==> src/rtl/pc_gen_ras_if.sv <==
// Fetch-PC request/response bundle between the predictor/execute side (master)
// and the next-PC generator (slave).
interface pc_gen_ras_if #(
    parameter int XLEN      = 32,
    parameter int TGT_W     = 16,
    parameter int RAS_DEPTH = 4
);
    logic                             stall;
    logic                             IM_stall;
    logic                             DM_stall;
    logic                             mispredict;
    logic [XLEN-1:0]                  correctTarget;
    logic                             predictTaken;
    logic [TGT_W-1:0]                 predictedTarget;
    logic                             isCall;
    logic                             isRet;
    logic [XLEN-1:0]                  pc;
    logic [$clog2(RAS_DEPTH+1)-1:0]   rasCount;
    logic                             pcMisaligned;

    modport master (
        output stall, IM_stall, DM_stall, mispredict, correctTarget,
               predictTaken, predictedTarget, isCall, isRet,
        input  pc, rasCount, pcMisaligned
    );

    modport slave (
        input  stall, IM_stall, DM_stall, mispredict, correctTarget,
               predictTaken, predictedTarget, isCall, isRet,
        output pc, rasCount, pcMisaligned
    );
endinterface

==> src/rtl/pc_gen_ras.sv <==
// Fetch PC generator with a circular return-address stack.
// Optional macro PC_ALIGN_CHK_EN: force targets word-aligned and flag misaligned ones.
module pc_gen_ras #(
    parameter int              XLEN      = 32,
    parameter int              TGT_W     = 16,
    parameter int              RAS_DEPTH = 4,
    parameter logic [XLEN-1:0] RESET_PC  = '0
) (
    input  logic              clk,
    input  logic              rst_n,
    pc_gen_ras_if.slave       bus
);
    localparam int PTR_W = $clog2(RAS_DEPTH);
    localparam int CNT_W = $clog2(RAS_DEPTH + 1);

    logic [XLEN-1:0]  r_pc;
    logic [PTR_W-1:0] r_tp;
    logic [CNT_W-1:0] r_cnt;
    logic [XLEN-1:0]  r_ras [RAS_DEPTH];

    logic             w_advance;
    logic             w_cnt_nz;
    logic             w_ret_hit;
    logic             w_push;
    logic             w_pop;
    logic             w_swap;
    logic             w_wr_en;
    logic [PTR_W-1:0] w_wr_idx;
    logic [PTR_W-1:0] w_tp_next;
    logic [CNT_W-1:0] w_cnt_next;
    logic [XLEN-1:0]  w_pc_plus4;
    logic [XLEN-1:0]  w_btb_tgt;
    logic [XLEN-1:0]  w_ras_top;
    logic [XLEN-1:0]  w_target;
    logic [XLEN-1:0]  w_next_pc;

    assign w_advance  = ~(bus.stall | bus.IM_stall | bus.DM_stall);
    assign w_cnt_nz   = (r_cnt != '0);
    assign w_ret_hit  = bus.isRet & w_cnt_nz;
    // Call+return on an empty stack degenerates into a plain push.
    assign w_push     = bus.isCall & (~bus.isRet | ~w_cnt_nz);
    assign w_pop      = bus.isRet & ~bus.isCall & w_cnt_nz;
    assign w_swap     = bus.isRet & bus.isCall & w_cnt_nz;
    assign w_pc_plus4 = r_pc + XLEN'(4);
    assign w_btb_tgt  = XLEN'(bus.predictedTarget);
    assign w_ras_top  = r_ras[r_tp];

    always_comb begin
        w_target = w_pc_plus4;
        if (bus.mispredict)
            w_target = bus.correctTarget;
        else if (w_ret_hit)
            w_target = w_ras_top;
        else if (bus.predictTaken)
            w_target = w_btb_tgt;
    end

    always_comb begin
        w_tp_next  = r_tp;
        w_cnt_next = r_cnt;
        w_wr_en    = 1'b0;
        w_wr_idx   = r_tp;
        if (bus.mispredict) begin
            w_tp_next  = '0;
            w_cnt_next = '0;
        end else if (w_push) begin
            w_tp_next  = r_tp + 1'b1;
            w_wr_en    = 1'b1;
            w_wr_idx   = r_tp + 1'b1;
            w_cnt_next = (r_cnt == CNT_W'(RAS_DEPTH)) ? r_cnt : r_cnt + 1'b1;
        end else if (w_pop) begin
            w_tp_next  = r_tp - 1'b1;
            w_cnt_next = r_cnt - 1'b1;
        end else if (w_swap) begin
            w_wr_en    = 1'b1;
        end
    end

`ifdef PC_ALIGN_CHK_EN
    logic r_misaligned;
    logic w_src_seq;

    assign w_src_seq = ~(bus.mispredict | w_ret_hit | bus.predictTaken);
    assign w_next_pc = {w_target[XLEN-1:2], 2'b00};

    always_ff @(posedge clk or negedge rst_n) begin
        if (!rst_n)
            r_misaligned <= 1'b0;
        else if (w_advance)
            r_misaligned <= ~w_src_seq & (w_target[1:0] != 2'b00);
    end

    assign bus.pcMisaligned = r_misaligned;
`else
    assign w_next_pc        = w_target;
    assign bus.pcMisaligned = 1'b0;
`endif

    always_ff @(posedge clk or negedge rst_n) begin
        if (!rst_n) begin
            r_pc  <= RESET_PC;
            r_tp  <= '0;
            r_cnt <= '0;
        end else if (w_advance) begin
            r_pc  <= w_next_pc;
            r_tp  <= w_tp_next;
            r_cnt <= w_cnt_next;
        end
    end

    generate
        for (genvar gi = 0; gi < RAS_DEPTH; gi++) begin : g_ras
            always_ff @(posedge clk or negedge rst_n) begin
                if (!rst_n)
                    r_ras[gi] <= '0;
                else if (w_advance && w_wr_en && (w_wr_idx == PTR_W'(gi)))
                    r_ras[gi] <= w_pc_plus4;
            end
        end
    endgenerate

    assign bus.pc       = r_pc;
    assign bus.rasCount = r_cnt;
endmodule

==> src/flat_wrapper.sv <==
// flat-port wrapper written by rule: the top's interface ports become plain ports
module pc_gen_ras_flat 
#(
    parameter int              XLEN      = 32,
    parameter int              TGT_W     = 16,
    parameter int              RAS_DEPTH = 4,
    parameter logic [XLEN-1:0] RESET_PC  = '0
)
  (clk, rst_n, bus_stall, bus_IM_stall, bus_DM_stall, bus_mispredict, bus_correctTarget, bus_predictTaken, bus_predictedTarget, bus_isCall, bus_isRet, bus_pc, bus_rasCount, bus_pcMisaligned);
  pc_gen_ras_if #(.XLEN(XLEN), .TGT_W(TGT_W), .RAS_DEPTH(RAS_DEPTH)) bus_i ();
  input  logic clk;
  input  logic rst_n;
  input wire logic [$bits(bus_i.stall)-1:0] bus_stall;
  input wire logic [$bits(bus_i.IM_stall)-1:0] bus_IM_stall;
  input wire logic [$bits(bus_i.DM_stall)-1:0] bus_DM_stall;
  input wire logic [$bits(bus_i.mispredict)-1:0] bus_mispredict;
  input wire logic [$bits(bus_i.correctTarget)-1:0] bus_correctTarget;
  input wire logic [$bits(bus_i.predictTaken)-1:0] bus_predictTaken;
  input wire logic [$bits(bus_i.predictedTarget)-1:0] bus_predictedTarget;
  input wire logic [$bits(bus_i.isCall)-1:0] bus_isCall;
  input wire logic [$bits(bus_i.isRet)-1:0] bus_isRet;
  output wire logic [$bits(bus_i.pc)-1:0] bus_pc;
  output wire logic [$bits(bus_i.rasCount)-1:0] bus_rasCount;
  output wire logic [$bits(bus_i.pcMisaligned)-1:0] bus_pcMisaligned;
  assign bus_i.stall = bus_stall;
  assign bus_i.IM_stall = bus_IM_stall;
  assign bus_i.DM_stall = bus_DM_stall;
  assign bus_i.mispredict = bus_mispredict;
  assign bus_i.correctTarget = bus_correctTarget;
  assign bus_i.predictTaken = bus_predictTaken;
  assign bus_i.predictedTarget = bus_predictedTarget;
  assign bus_i.isCall = bus_isCall;
  assign bus_i.isRet = bus_isRet;
  assign bus_pc = bus_i.pc;
  assign bus_rasCount = bus_i.rasCount;
  assign bus_pcMisaligned = bus_i.pcMisaligned;
  pc_gen_ras #(.XLEN(XLEN), .TGT_W(TGT_W), .RAS_DEPTH(RAS_DEPTH), .RESET_PC(RESET_PC)) u_core (.clk(clk), .rst_n(rst_n), .bus(bus_i));
endmodule
==> config.mk <==
export PLATFORM = sky130hd
export DESIGN_NAME = pc_gen_ras_flat
export DESIGN_NICKNAME = d
export VERILOG_FILES = /design/src/rtl/pc_gen_ras_if.sv /design/src/rtl/pc_gen_ras.sv /design/src/flat_wrapper.sv
export SDC_FILE = /design/constraint.sdc
export NUM_CORES = 1
export LEC_CHECK = 0
export CORE_UTILIZATION = 30
export CTS_CLUSTER_DIAMETER = 50
export CTS_CLUSTER_SIZE = 30
export DETAILED_ROUTE_END_ITERATION = 10
export MAX_ROUTING_LAYER = met4
export PLACE_DENSITY_LB_ADDON = 0.08
export SETUP_SLACK_MARGIN = 0.5
export SYNTH_ARGS = -nofsm -noshare
export SYNTH_HDL_FRONTEND = slang
export SYNTH_SLANG_ARGS = --single-unit
==> constraint.sdc <==
create_clock -name clk -period 5.6 [get_ports clk]
set_clock_uncertainty 0.15 [all_clocks]
set_input_delay 0.56 -clock clk [delete_from_list [all_inputs] [get_ports clk]]
set_output_delay 0.56 -clock clk [all_outputs]
set_load 0.02 [all_outputs]
# Word-level counts from Yosys, hierarchy flattened

Cells that the tools add are included.

Register bits after elaboration: 165
Input bits: 57
Output and inout port bits: 36
Word-level logic and storage cells: 61

Add/sub/neg operators: 5
$lt $le $gt $ge: 1
Equal/unequal tests: 5
Muxes and demuxes: 19
Bitwise logic cells: 14
Reduce and logical (&&, ||, !) cells: 10

Operators by type and width:

| operator                | number |
|---|---|
| $mux W32                | 5 |
| $bmux W32 S2            | 1 |
| $add A32 B3 Y32 const B | 1 |
| $mux W3                 | 4 |
| $mux W2                 | 5 |
| $and A1 B1 Y1           | 6 |
| $reduce_bool A3 Y1      | 2 |
| $logic_and A1 B1 Y1     | 5 |
| $eq A2 B2 Y1 const B    | 2 |
| $mux W1                 | 4 |
| $not A1 Y1              | 4 |
| $add A3 B1 Y3 const B   | 1 |
| $eq A3 B3 Y1 const B    | 1 |
| $ge A3 B3 Y1 const B    | 1 |
| $ne A3 B3 Y1 const B    | 1 |
| $not A2 Y3              | 1 |
| $or A1 B1 Y1            | 3 |
| $reduce_and A3 Y1       | 1 |
| $sub A3 B1 Y3 const B   | 1 |
| $add A2 B1 Y2 const B   | 1 |
| $eq A2 B1 Y1 const B    | 1 |
| $logic_not A2 Y1        | 1 |
| $reduce_and A2 Y1       | 1 |
| $sub A2 B1 Y2 const B   | 1 |

# Logic depth before layout (Yosys ltp)

Gate-level depths: netlist (run 1).

Depth in word-level cells: 8
Gate-level depth with buffers: 8
Depth with buffers taken out: 8

# Least setup slack after synthesis (run 1)

OpenSTA, ideal clock, no wires.

Path type: register -> register
Start point: register u_core.r_pc[2], in the netlist u_core.bus.pc[2]
End point: register u_core.r_pc[26], in the netlist u_core.bus.pc[26]
Library setup time: 0.096 ns
Arrival time: 2.077 ns
Required time: 5.354 ns
Path slack: 3.278 ns
Stages on the path, launching flop included: 7
Period minus slack after synthesis: 2.322 ns
Cell sequence: dfrtp_1 > ha_1 > nand4_4 > nor4_4 > nand3_1 > o31a_1 > o32ai_2

Cells in the longest elaborated chain, start to end: 4

Ends and longest elaborated chain:

| element                  | RTL line          | RTL |
|---|---|---|
| start: declaration       | pc_gen_ras.sv:16  | `logic [XLEN-1:0] r_pc;` |
| start signal: assignment | pc_gen_ras.sv:105 | `r_pc <= w_next_pc;` |
| $add A32 B3 Y32          | pc_gen_ras.sv:44  | `assign w_pc_plus4 = r_pc + XLEN'(4);` |
| $mux W32                 | pc_gen_ras.sv:54  | `else if (bus.predictTaken)` |
| $mux W32                 | pc_gen_ras.sv:52  | `else if (w_ret_hit)` |
| $mux W32                 | pc_gen_ras.sv:50  | `if (bus.mispredict)` |

Every way passes these cells.
A chain may end at the register's enable or synchronous reset.

# Final worst setup path (run 1)

Start point: input port bus_predictTaken
End point: register u_core.r_pc[19], in the netlist u_core.bus.pc[19]

Cells in the longest elaborated chain, start to end: 3

Ends and longest elaborated chain:

| element            | RTL line           | RTL |
|---|---|---|
| start: declaration | flat_wrapper.sv:18 | `input wire logic [$bits(bus_i.predictTaken)-1:0] bus_predictTaken;` |
| $mux W32           | pc_gen_ras.sv:54   |  |
| $mux W32           | pc_gen_ras.sv:52   |  |
| $mux W32           | pc_gen_ras.sv:50   |  |

Every way passes these cells.

==> out/metrics.cfg, run 1 <==
[yosys]
synth_warnings = 0
synth_area_um2 = 8520
avgSynthCellArea_um2 = 9.73
ys_seq_area_frac = 0.484
synth.top_cell.area_share = 0.484
synth_top_cell_by_area = dfrtp_1
synth_nets = 935
synth_edf_count = 0
synth_flop_cell = dfrtp_1
synth-seq-cells = 165
ys_async_sr_fraction = 1.00
netlist_instances = 876
synth_cell_type_count = 65
yosys-top-cells-area = dfrtp_1 (48%), mux4_2 (8.5%), o21ai_0 (6.8%)

[drt]
wl_per_cell_um = 21.2
vias = 6958
drtIter0Drc = 498
ant_nets = 0
drc_errors = 0
top_layer_used = met4
met3_length_um = 1090
drt_wl_total_um = 28100
drt_pass1_iterations = 5
routed_via_density = 5.25
wl_met1_um = 13400
wl_met2_um = 13100

[flow_run]
cap_violations = 0

[setup_path]
required_ns = 5.81
reg2reg_slack_ns = 2.49
crit_arrival_ns = 3.39
rr_endpoint = u_core.r_ras[98]
crit_path_start_kind = input pin
worstPathMaxFanout = 21
crit_type = input pin to register
r2r_start = u_core.r_tp[1]
r2r_cells = 5
cp-end-kind = register

[pwr]
combPwrFrac = 0.307
switchingPower_uw = 1710
p_seq_frac = 0.431
peakVddDrop_mv = 0.229
cellLeakagePower_uw = 0.00424
swShare = 0.371
pwr-share-clk = 0.261
power.density_nw_per_um2 = 447
power_uw = 4620
internal_power_uw = 2900

[layout]
stdcell_count = 1326
nets = 994
nFillCells = 2805
final_cell_mix = dfrtp_1 (163), nand2_1 (128), o21ai_0 (115)
final_util = 0.371
syn_to_final_growth_pct = 21.3
design_area_um2 = 10300
drive_above_1_share = 0.113
mostFrequentLayoutCell = dfrtp_1
num_antenna_cells = 0

[placement]
dp_hpwl_um = 18800
place_congestion = 0.784
io_buffers = 91
dp.cells = 1294
postPlaceCellArea_um2 = 9760

[timing]
max_slew.worst_pin.slew_ns = 1.07
relSlewSlack = 0.281
period_share = 0.568
setup_violations = 0
rsz0062_at_grt = no
tns_ns = 0
period_minus_slack_ns = 3.18
final_max_slew_viol_count = 0
fmax_ghz = 0.314
hold_violations = 0

[clock_tree]
cts_buffers = 17
postCtsHoldBufs = 0
clockBufferDepth = 2
clk_latency_ns = 0.44
clock_sinks = 165
htree_levels = 4
path_clk_slew_ns = 0.07
cts_tree = built
cts.repair.resized = 0
cts_root_buffer = clkbuf_16
post_cts_buffers = 0

[floorplan]
die_w_um = 171
initial_core_util = 0.306
pin_count = 93
die_y_um = 171
dieArea_um2 = 29100
core-area_um2 = 27900
rows = 61

[grt]
grt_max_degree = 84
grt_use_total = 0.209
antenna_found_initial = 0
grt_overflow = 0
grt_pass1_vias = 6839
grt_pass1_wl_um = 43700

[hold_path]
hold_class = input pin to async pin

[outcome]
status = finished clean

-- layer usage --
metal / track usage / up-vias
li1: - / 3273
met4: 0.0607 / 0
met1: 0.286 / 3488
met2: 0.320 / 169
met3: 0.0305 / 28
met5: - / -
-- critical path, stage by stage --
cell and delay [ns]:
clkdlybuf4s50_1 0.80, inv_1 0.74, nand2_1 0.57, or4_1 0.61, o221ai_1 0.08
-- kinds of logic after synthesis --
group           Yosys count  synth area share
compound gates          268             0.185
xor+xnor                 26            0.0267
fa+ha+maj                 2           0.00382
buf+inv                  85            0.0430
flops                   165             0.484
mux                      41            0.0960
other cells               1          0.000440
simple gates            288             0.160
-- synthesized netlist by cell type (all sizes together) (2+ instances only) --
cell and instances:
a211oi 9, a21o 4, a21oi 61, a221o 2
a221oi 2, a22o 5, a22oi 6, a2bb2oi 2
a31o 2, a31oi 17, a32o 3, and2 6
and3 8, buf 26, clkbuf 42, dfrtp 165
inv 16, mux2 6, mux2i 3, mux4 32
nand2 129, nand2b 4, nand3 18, nand3b 3
nand4 14, nor2 66, nor2b 3, nor3 15
nor4 9, o211ai 2, o21ai 127, o22ai 2
o31a 7, o31ai 8, o32ai 2, or3 9
or4 2, xnor2 20, xor2 6
-- per-stage QoR --
stage / setup WS (ns) / hold slack (ns)
final: 2.42 / 0.0468
after global routing: 2.21 / 0.111
after CTS: 2.41 / 0.0873
after detailed placement: 1.96 / 0.302
after global placement: 1.99 / 0.294
after floorplan: 3.28 / 0.114
-- how the worst max path moves through the flow --
stage,startpoint,end
after global routing,bus_IM_stall,u_core.r_ras[111]
after floorplan,u_core.bus.pc[2],u_core.bus.pc[26]
after CTS,bus_predictTaken,u_core.bus.pc[19]
after detailed placement,bus_predictTaken,u_core.bus.pc[19]
after global placement,bus_IM_stall,u_core.r_ras[98]
final,bus_predictTaken,u_core.bus.pc[19]
-- cell type report --
type | count | area (um2) | share of cell area
Inverter | 17 | 63.8 | 0.00617
Sequential cell | 165 | 4130 | 0.399
Multi-Input combinational cell | 626 | 4060 | 0.392
Clock inverter | 14 | 154 | 0.0149
Tap cell | 378 | 473 | 0.0457
Clock buffer | 18 | 429 | 0.0415
Timing Repair Buffer | 108 | 1030 | 0.100
-- state kept, by name (all words and copies together), names as in the netlist --
| signal | flops |
|---|---|
| u_core.bus.rasCount | 3 |
| u_core.bus.pc | 32 |
| u_core.r_tp | 2 |
| u_core.r_ras | 128 |
-- power by group through the flow --
stage | logic, uW | registers, uW | clock network (uW)
after global routing | 1580 | 2050 | 1280
final | 1420 | 1990 | 1210
after detailed placement | 1440 | 2020 | 0
after floorplan | 958 | 1900 | 0
after CTS | 1440 | 2000 | 1230
after global placement | 1420 | 2020 | 0
No activity file was read; power rests on OpenSTA's default activity.
==> run 2, diff against run 1 <==
==> constraint.sdc (replaced) <==
create_clock -name clk -period 3 [get_ports clk]
set_clock_uncertainty 0.15 [all_clocks]
set_input_delay 0.3 -clock clk [delete_from_list [all_inputs] [get_ports clk]]
set_output_delay 0.3 -clock clk [all_outputs]
set_load 0.02 [all_outputs]
==> out/metrics.cfg, run 2 (synthesized netlist as in run 1, its figures left out) <==
[setup_path]
crit_path_start_kind = register
path_delay_family = simple AND/OR/NAND/NOR gates
cp_cell_sequence = ha_2 -> nand4_4 -> nor4_4 -> buf_4 -> nand4_1 -> xnor2_2 -> o21ai_0
reg2reg_slack_ns = 0.61  ; -1.88 ns
crit_arrival_ns = 2.53  ; -0.86 ns
worst-path-buf-inv = 1  ; -1
cp_slowest_cell = dfrtp_1
r2r_start = u_core.bus.pc[3]
max_stage_delay_ns = 0.44  ; -0.36 ns
required_ns = 3.15  ; -2.66 ns
cp-end-kind = register
crit_type = register to register
worstPathMaxFanout = 7  ; -67%
crit_start = u_core.bus.pc[3]

[grt]
grt_pass1_vias = 6943  ; +1.5%
grt_overflow = 0  ; unchanged
grt_use_total = 0.207  ; -0.00112
grt_pass1_wl_um = 43200  ; -1.1%
antenna_found_initial = 0  ; unchanged
grt_max_degree = 73  ; -13%

[placement]
io_buffers = 91  ; unchanged
dp.cells = 1324  ; +2.3%
postPlaceCellArea_um2 = 10000  ; +2.8%
dp_hpwl_um = 19500  ; +3.8%
dp_slack_ns = 0.285  ; -1.67 ns
place_congestion = 0.785  ; +0.15%

[floorplan]
rows = 61  ; unchanged
die_w_um = 171  ; unchanged
pin_count = 93  ; unchanged
core-area_um2 = 27900  ; unchanged
initial_core_util = 0.306  ; unchanged
dieArea_um2 = 29100  ; unchanged
die_y_um = 171  ; unchanged

[drt]
routed_via_density = 5.12  ; -2.4%
vias = 6977  ; +0.27%
drt_pass1_iterations = 5  ; unchanged
wl_per_cell_um = 20.4  ; -3.6%
drtIter0Drc = 494  ; -0.80%
drc_errors = 0  ; unchanged
drt_wl_total_um = 27800  ; -0.92%
ant_nets = 0  ; unchanged

[hold_path]
hold_class = input pin to register
worstHoldStart = bus_mispredict

[timing]
period_minus_slack_ns = 2.39
final_max_slew_viol_count = 0  ; unchanged
tns_ns = 0  ; unchanged
hold_violations = 0  ; unchanged
fmax_ghz = 0.419
rsz0062_at_grt = no
relSlewSlack = 0.467  ; +0.186
setup_ws_ns = 0.614  ; -1.80 ns
setup_violations = 0  ; unchanged
period_share = 0.795
max_slew.worst_pin.slew_ns = 0.800  ; -0.272 ns

[clock_tree]
path_clk_slew_ns = 0.08  ; about the same
cts_root_buffer = clkbuf_16
clk_latency_ns = 0.44  ; about the same
htree_levels = 4  ; unchanged
clock_sinks = 165  ; unchanged
clockBufferDepth = 2  ; unchanged
cts_buffers = 17  ; unchanged
cts_tree = built

[outcome]
status = finished clean

[pwr]
cellLeakagePower_uw = 0.00443  ; +4.6%
power.density_nw_per_um2 = 812  ; +82%
power_uw = 8710  ; +89%
peakVddDrop_mv = 0.422  ; +84%

[flow_run]
cap_violations = 0  ; unchanged

[layout]
stdcell_count = 1363  ; +2.8%
nets = 1031  ; +3.7%
largest-register = u_core.r_ras
drive_above_1_share = 0.152  ; +0.0394
mostFrequentLayoutCell = dfrtp_1
syn_to_final_growth_pct = 25.8
largest_register_ffs = 128  ; unchanged
design_area_um2 = 10700  ; +3.7%
final_cell_mix = dfrtp_1 (163), nand2_1 (127), o21ai_0 (114)
num_antenna_cells = 0  ; unchanged

-- run 2: worst paths after layout --
path	end	depth (start not counted)
max in group asynchronous	u_core.r_ras[126]	3
min	u_core.bus.rasCount[2]	4
min reg2reg	u_core.r_ras[32]	2
max	u_core.r_ras[62]	7
max reg2reg	u_core.r_ras[62]	7
min in group asynchronous	u_core.r_ras[83]	2
-- run 2: through the flow --
step	hold WS [ns]	utilization
finish	0.0792	0.385
global route	0.0889	0.385
CTS	0.0619	0.383
detailed placement	0.242	0.360
global placement	0.242	0.360
floorplan	-0.146	-
-- run 2: routing by layer --
| layer | GRT usage | wire length, um |
|---|---|---|
| met2 | 0.309 | 12600 |
| met3 | 0.0356 | 1150 |
| met4 | 0.0564 | 374 |
| met1 | 0.290 | 13600 |
| met5 | - | 0 |
-- run 2: area by class of cell --
cell class | instances | area (um2)
tap | 378 | 473
timing repair buffer | 145 | 1380
sequential | 165 | 4130
multi-input combinational | 626 | 4100
clock inverter | 14 | 140
fill | 2795 | 17100
clock buffer | 18 | 429
inverter | 17 | 63.8
-- run 2: worst register-to-register path: cells and delay by family (launching register included) --
family	cells	cell delay, ns
simple gates	3	0.77
flops	1	0.44
xor+xnor	1	0.32
fa+ha+maj	1	0.27
buf+inv	1	0.17
compound gates	1	0.13
-- run 2: timing repair --
item | 4_1_cts | 5_1_grt
endpoints found under the hold margin | 67 | 0
hold buffers | 1 | 0
setup buffers | 5 | 1
endpoints found under the setup margin | 65 | 62
gates resized for setup | 3 | 8
pin swaps | 3 | 2
-- run 2: where the power goes --
group	internal, uW	switching, uW
registers	2990	664
clock network	1110	1070
logic	1370	1510
